### config.mk
export PLATFORM = sky130hd
export DESIGN_NAME = rcu_seq
export DESIGN_NICKNAME = d
export VERILOG_FILES = /design/src/rtl/rcu_seq_pkg.sv /design/src/rtl/rcu_cken_div.sv /design/src/rtl/rcu_seq.sv
export SDC_FILE = /design/constraint.sdc
export NUM_CORES = 1
export LEC_CHECK = 0
export BUFFER_PORTS_ARGS = -buffer_cell sky130_fd_sc_hd__buf_2
export CORE_MARGIN = 3
export CORE_UTILIZATION = 57
export DETAILED_ROUTE_END_ITERATION = 8
export PLACE_DENSITY = 0.8
export SLEW_MARGIN = 5
export SYNTH_ARGS = -nofsm -noshare
export SYNTH_HDL_FRONTEND = slang
export SYNTH_SLANG_ARGS = --single-unit
### constraint.sdc
create_clock -name clk_i -period 3.85 [get_ports clk_i]
set_input_delay 0.9625 -clock clk_i [delete_from_list [all_inputs] [get_ports clk_i]]
set_output_delay 0.9625 -clock clk_i [all_outputs]
set_load 0.01 [all_outputs]
### src/rtl/rcu_seq_pkg.sv
// Shared constants for the reset control unit sequencer.
//   - register word addresses of the configuration map
//   - sequencer state encodings
//   - bit positions inside the STAT register
package rcu_seq_pkg;

   localparam logic [3:0] ADDR_CTRL = 4'd0;
   localparam logic [3:0] ADDR_DLY  = 4'd1;
   localparam logic [3:0] ADDR_STAT = 4'd2;
   localparam logic [3:0] ADDR_DIV0 = 4'd4;

   localparam logic [1:0] ST_ASSERT  = 2'd0;
   localparam logic [1:0] ST_RELEASE = 2'd1;
   localparam logic [1:0] ST_RUN     = 2'd2;

   localparam int STAT_BUSY = 0;
   localparam int STAT_EXT  = 1;
   localparam int STAT_WDT  = 2;
   localparam int STAT_POR  = 3;

endpackage

### src/rtl/rcu_cken_div.sv
// Per-channel clock-enable divider.
//   clk_i, rst_i : clock, asynchronous active-high reset
//   run          : channel out of reset and enabled
//   div          : programmed divisor; a pulse every div+1 cycles
//   cken         : registered clock-enable pulse
// The divisor is only sampled when a period starts (wrap or restart), so
// reprogramming never truncates a period already in progress.
module rcu_cken_div
   import rcu_seq_pkg::*;
#(
   parameter int DIV_WIDTH = 8
) (
   input  logic                 clk_i,
   input  logic                 rst_i,
   input  logic                 run,
   input  logic [DIV_WIDTH-1:0] div,
   output logic                 cken
);

   // Down-counter: loaded with the divisor at period start, pulse at zero.
   // Equivalent to counting up from 0 to div and wrapping.
   logic [DIV_WIDTH-1:0] cnt_q;

   always_ff @(posedge clk_i or posedge rst_i) begin
      if (rst_i) begin
         cnt_q <= '0;
         cken  <= 1'b0;
      end else if (!run) begin
         cnt_q <= div;
         cken  <= 1'b0;
      end else if (cnt_q == '0) begin
         cnt_q <= div;
         cken  <= 1'b1;
      end else begin
         cnt_q <= cnt_q - 1'b1;
         cken  <= 1'b0;
      end
   end

endmodule

### src/rtl/rcu_seq.sv
// Reset control unit sequencer.
// Holds all channel resets for ASSERT_CYC cycles, then releases channels one
// by one with a programmable gap, then generates per-channel clock enables.
//   clk_i, rst_i         : clock, asynchronous active-high reset
//   cfg_we_i/addr/wdata  : single-cycle register write port
//   cfg_rdata_o          : combinational read data for cfg_addr_i
//   ext_rst_req_i        : external reset request (level)
//   wdt_rst_req_i        : watchdog reset request (level)
//   rst_n_o              : per-channel active-low resets
//   clk_en_o             : per-channel clock-enable pulses
//   seq_busy_o           : high while the sequence is not in RUN
//
// state      | meaning
// ST_ASSERT  | all channels in reset, counting the minimum assert time
// ST_RELEASE | releasing channel k after a DLY+1 cycle gap
// ST_RUN     | all channels released, waiting for a reset request
module rcu_seq
   import rcu_seq_pkg::*;
#(
   parameter int CH_NUM     = 4,
   parameter int DIV_WIDTH  = 8,
   parameter int DLY_WIDTH  = 8,
   parameter int ASSERT_CYC = 8
) (
   input  logic              clk_i,
   input  logic              rst_i,
   input  logic              cfg_we_i,
   input  logic [3:0]        cfg_addr_i,
   input  logic [31:0]       cfg_wdata_i,
   output logic [31:0]       cfg_rdata_o,
   input  logic              ext_rst_req_i,
   input  logic              wdt_rst_req_i,
   output logic [CH_NUM-1:0] rst_n_o,
   output logic [CH_NUM-1:0] clk_en_o,
   output logic              seq_busy_o
);

   localparam int KW = (CH_NUM > 1) ? $clog2(CH_NUM) : 1;
   localparam int AW = (ASSERT_CYC > 1) ? $clog2(ASSERT_CYC) : 1;
   localparam int TW = (DLY_WIDTH > AW) ? DLY_WIDTH : AW;

   logic [CH_NUM-1:0]    en_q;
   logic [DLY_WIDTH-1:0] dly_q;
   logic [DIV_WIDTH-1:0] div_q [CH_NUM];
   logic                 cause_ext_q;
   logic                 cause_wdt_q;
   logic                 cause_por_q;

   logic [1:0]           state_q;
   logic [TW-1:0]        tmr_q;
   logic [KW-1:0]        k_q;
   logic [CH_NUM-1:0]    rst_n_q;
   logic                 busy_q;

   logic wr_ctrl;
   logic wr_dly;
   logic wr_stat;
   logic req;
   logic unused_wdata;

   assign wr_ctrl      = cfg_we_i && (cfg_addr_i == ADDR_CTRL);
   assign wr_dly       = cfg_we_i && (cfg_addr_i == ADDR_DLY);
   assign wr_stat      = cfg_we_i && (cfg_addr_i == ADDR_STAT);
   assign req          = ext_rst_req_i | wdt_rst_req_i;
   assign unused_wdata = ^cfg_wdata_i;

   // Configuration registers: cleared only by rst_i, never by requests.
   always_ff @(posedge clk_i or posedge rst_i) begin
      if (rst_i) begin
         en_q  <= '0;
         dly_q <= '1;
         for (int i = 0; i < CH_NUM; i++) begin
            div_q[i] <= '0;
         end
      end else begin
         if (wr_ctrl) begin
            en_q <= cfg_wdata_i[CH_NUM-1:0];
         end
         if (wr_dly) begin
            dly_q <= cfg_wdata_i[DLY_WIDTH-1:0];
         end
         for (int i = 0; i < CH_NUM; i++) begin
            if (cfg_we_i && (cfg_addr_i == ADDR_DIV0 + 4'(i))) begin
               div_q[i] <= cfg_wdata_i[DIV_WIDTH-1:0];
            end
         end
      end
   end

   // Cause flags: a live request wins over a same-cycle write-1-to-clear.
   always_ff @(posedge clk_i or posedge rst_i) begin
      if (rst_i) begin
         cause_ext_q <= 1'b0;
         cause_wdt_q <= 1'b0;
         cause_por_q <= 1'b1;
      end else begin
         cause_ext_q <= ext_rst_req_i | (cause_ext_q & ~(wr_stat & cfg_wdata_i[STAT_EXT]));
         cause_wdt_q <= wdt_rst_req_i | (cause_wdt_q & ~(wr_stat & cfg_wdata_i[STAT_WDT]));
         cause_por_q <= cause_por_q & ~(wr_stat & cfg_wdata_i[STAT_POR]);
      end
   end

   always_comb begin
      cfg_rdata_o = '0;
      case (cfg_addr_i)
         ADDR_CTRL: cfg_rdata_o[CH_NUM-1:0] = en_q;
         ADDR_DLY:  cfg_rdata_o[DLY_WIDTH-1:0] = dly_q;
         ADDR_STAT: begin
            cfg_rdata_o[STAT_BUSY] = busy_q;
            cfg_rdata_o[STAT_EXT]  = cause_ext_q;
            cfg_rdata_o[STAT_WDT]  = cause_wdt_q;
            cfg_rdata_o[STAT_POR]  = cause_por_q;
         end
         default: begin
            for (int i = 0; i < CH_NUM; i++) begin
               if (cfg_addr_i == ADDR_DIV0 + 4'(i)) begin
                  cfg_rdata_o[DIV_WIDTH-1:0] = div_q[i];
               end
            end
         end
      endcase
   end

   // Sequencer. tmr_q is a down-counter; a phase ends on the cycle it is 0,
   // so loading N-1 gives an N-cycle phase (DLY loaded gives DLY+1).
   always_ff @(posedge clk_i or posedge rst_i) begin
      if (rst_i) begin
         state_q <= ST_ASSERT;
         tmr_q   <= TW'(ASSERT_CYC - 1);
         k_q     <= '0;
         rst_n_q <= '0;
         busy_q  <= 1'b1;
      end else if (req) begin
         state_q <= ST_ASSERT;
         tmr_q   <= TW'(ASSERT_CYC - 1);
         k_q     <= '0;
         rst_n_q <= '0;
         busy_q  <= 1'b1;
      end else begin
         case (state_q)
            ST_ASSERT: begin
               if (tmr_q == '0) begin
                  state_q <= ST_RELEASE;
                  tmr_q   <= TW'(dly_q);
                  k_q     <= '0;
               end else begin
                  tmr_q <= tmr_q - 1'b1;
               end
            end
            ST_RELEASE: begin
               if (tmr_q == '0) begin
                  rst_n_q[k_q] <= 1'b1;
                  if (k_q == KW'(CH_NUM - 1)) begin
                     state_q <= ST_RUN;
                     busy_q  <= 1'b0;
                  end else begin
                     k_q   <= k_q + 1'b1;
                     tmr_q <= TW'(dly_q);
                  end
               end else begin
                  tmr_q <= tmr_q - 1'b1;
               end
            end
            ST_RUN: begin
               busy_q <= 1'b0;
            end
            default: begin
               state_q <= ST_ASSERT;
               tmr_q   <= TW'(ASSERT_CYC - 1);
               k_q     <= '0;
               rst_n_q <= '0;
               busy_q  <= 1'b1;
            end
         endcase
      end
   end

   assign rst_n_o    = rst_n_q;
   assign seq_busy_o = busy_q;

   for (genvar i = 0; i < CH_NUM; i++) begin : g_ch
      rcu_cken_div #(
         .DIV_WIDTH (DIV_WIDTH)
      ) u_cken_div (
         .clk_i (clk_i),
         .rst_i (rst_i),
         .run   (rst_n_q[i] & en_q[i]),
         .div   (div_q[i]),
         .cken  (clk_en_o[i])
      );
   end

endmodule
==> results.toml <==
[status]
status = "finished, final reports clean"

[final_layout]
nNetsFinal = 599
final_core_util = 0.625
drive_gt1_frac = 0.251
final_common_cell = "dfrtp_1"
synthToLayoutAreaGrowth_pct = 6.03
fill_cells = 732
stdcell_area_um2 = 5830
n_antenna_cell = 0
final_cell_mix = "dfrtp_1, nor2_1, mux2_2, a21oi_1, buf_2"

[pwr]
peakVddDrop_uv = 336
p_per_area_nw_per_um2 = 463
cellLeakagePower_nw = 2.53

[placed_design]
hpwl_um = 8940
pre_cts_slack_ns = 0.512
io_buffers = 33
gp_congestion = 0.898
postPlaceCellArea_um2 = 5640

[synthesis]
ys.flop_type = "dfrtp_1"
synth-edff-count = 0
ys_warn_count = 0
synth.distinct_cells = 62
synth_seq_cells = 100
synth_area_um2 = 5500
synthArstFlopShare = 1.00
ys_seq_area_frac = 0.458
syn_avg_cell_area_um2 = 10.7
synthCells = 516

[routing]
wirelength_um = 12100
drtIter0Drc = 250
routed-wl-met3_um = 671
vias = 3980
drt-met1-wl_um = 5480
avgViaCountPerCell = 5.91
wl_met2_um = 5760
top_layer = "met4"
drc = 0
final_antenna_net_count = 0
firstDrtPassIters = 5
wire_per_inst_um = 18.0

[global_routing]
grt_usage = 0.230
grt_overflow = 0
antenna_found_initial = 0
first_global_vias = 3798
grt_max_degree = 64
grt_pass1_wl_um = 20000

[die]
die_h_um = 104
start_util = 0.590
die_area_um2 = 10900
die_width_um = 104
row_count = 35
core_area_um2 = 9330
io_pins = 82

[timing]
setup_tns_ns = 0
period_share = 0.869
setup_slack_ns = 0.503
slew_violations = 0
holdWs_ns = 0.491
rsz0062_at_grt = "false"
fin_skew_ns = 0.0146
slew-limit-headroom = 0.228
max_freq_mhz = 299
layout_min_cycle_time_ns = 3.35
max_slew.worst_pin.slew_ns = 1.15
final-hold-violation-count = 0
setup_violations = 0

[clock_tree]
cts_resized = 0
cts.sinks = 100
clkTransAtPathRegs_ns = 0.10
ctsHtreeMaxLevel = 3
cts_buffers = 9
cts_tree = "done"
holdBufCountCts = 0
cts-root-buf = "clkbuf_8"
worstSkewPairLatency_ns = 0.38
postCtsSetupBuffers = 0
clock_path_buffers = 2

[critical_path]
worstSetupPathType = "in2out"
worstPathArrival_ns = 2.38
path_max_fanout = 21
r2r_slack_ns = 1.69
cp.required_ns = 2.89
cp-start-kind = "input port"
end_kind = "output port"

[run]
maxCapViolations = 0

[min_path]
hold_path.class = "reg2reg"
critical path, stage by stage:
cell	delay, ns
buf_2	0.39
mux4_2	0.58
mux2i_1	0.23
nor2_1	0.07
buf_2	0.14
logic make-up after synthesis:
logic type / synth area share
xor+xnor: 0.0318
other cells: 0.000682
fa+ha+maj: 0.0409
simple gates: 0.142
compound gates: 0.117
flops: 0.458
mux: 0.140
buf+inv: 0.0698
sequential cells by signal, indices dropped and copies added, names as in the netlist, 2 cells and up:
name and flops:
div_q 32, dly_q 8, en_q 4, g_ch.u_cken_div.cken 4, g_ch.u_cken_div.cnt_q 32, k_q 2, rst_n_o 4, state_q 2
tmr_q 8
cell type report:
cell class / instances / area [um2] / area share
Multi-Input combinational cell: 373 / 2690 / 0.460
Sequential cell: 100 / 2520 / 0.432
Timing Repair Buffer: 34 / 185 / 0.0317
Tap cell: 129 / 161 / 0.0277
Clock buffer: 9 / 124 / 0.0212
Inverter: 22 / 85.1 / 0.0146
Clock inverter: 7 / 73.8 / 0.0127
metrics by stage:
stage,cells,power (mW)
final,674,2.70
after global routing,674,2.85
after CTS,674,2.71
after detailed placement,658,2.04
after global placement,658,1.99
after floorplan,539,1.87
cells in the mapped netlist (2+ instances only):
library cell	count	area share
o22ai_1	3	0.0034
mux2_2	47	0.096
or4_4	2	0.0041
nand3b_1	4	0.0055
nand2_1	29	0.020
o31a_1	2	0.0032
a21boi_0	3	0.0041
mux4_2	6	0.025
o211ai_1	3	0.0041
xor2_1	11	0.018
a21o_2	2	0.0032
dfrtp_1	87	0.40
o31ai_1	6	0.0082
xnor2_1	9	0.014
nor3b_2	2	0.0045
nor3_1	9	0.0082
nor2_2	2	0.0023
nand2b_1	6	0.0068
buf_4	28	0.038
nor2b_1	3	0.0034
nand3_1	8	0.0073
buf_2	6	0.0055
nand4_1	2	0.0023
a22o_1	4	0.0064
nor2_1	61	0.042
o41ai_1	3	0.0048
nor3b_1	4	0.0055
or4_1	6	0.0082
buf_6	3	0.0061
o21ai_0	9	0.0082
a31oi_1	14	0.016
clkbuf_1	6	0.0041
nor4_1	5	0.0057
inv_1	22	0.015
a21oi_1	34	0.031
dfstp_2	13	0.062
mux2i_1	9	0.016
o21ai_1	2	0.0018
ha_1	18	0.041
routing by layer:
metal  vias up  GRT usage
met4         0     0.0769
met2       142      0.357
met3        16     0.0286
li1       1841          -
met5         -          0
met1      1981      0.337
power breakdown:
group	switching [mW]	internal [mW]	total (mW)
Clock	0.413	0.260	0.673
Combinational	0.287	0.290	0.577
Sequential	0.198	1.25	1.45
Total	0.898	1.80	2.70
final timing paths:
check | start | end | cells past startpoint
hold / removal | cause_por_q | cause_por_q | 1
setup reg to reg | g_ch[2].u_cken_div.cnt_q[0] | g_ch[2].u_cken_div.cnt_q[0] | 5
setup / recovery | cfg_addr_i[0] | cfg_rdata_o[2] | 5
max in group asynchronous | rst_i | dly_q[6] | 3
min in group asynchronous | rst_i | tmr_q[4] | 2
hold reg to reg | cause_por_q | cause_por_q | 1
(Power assumes the default switching activity.)
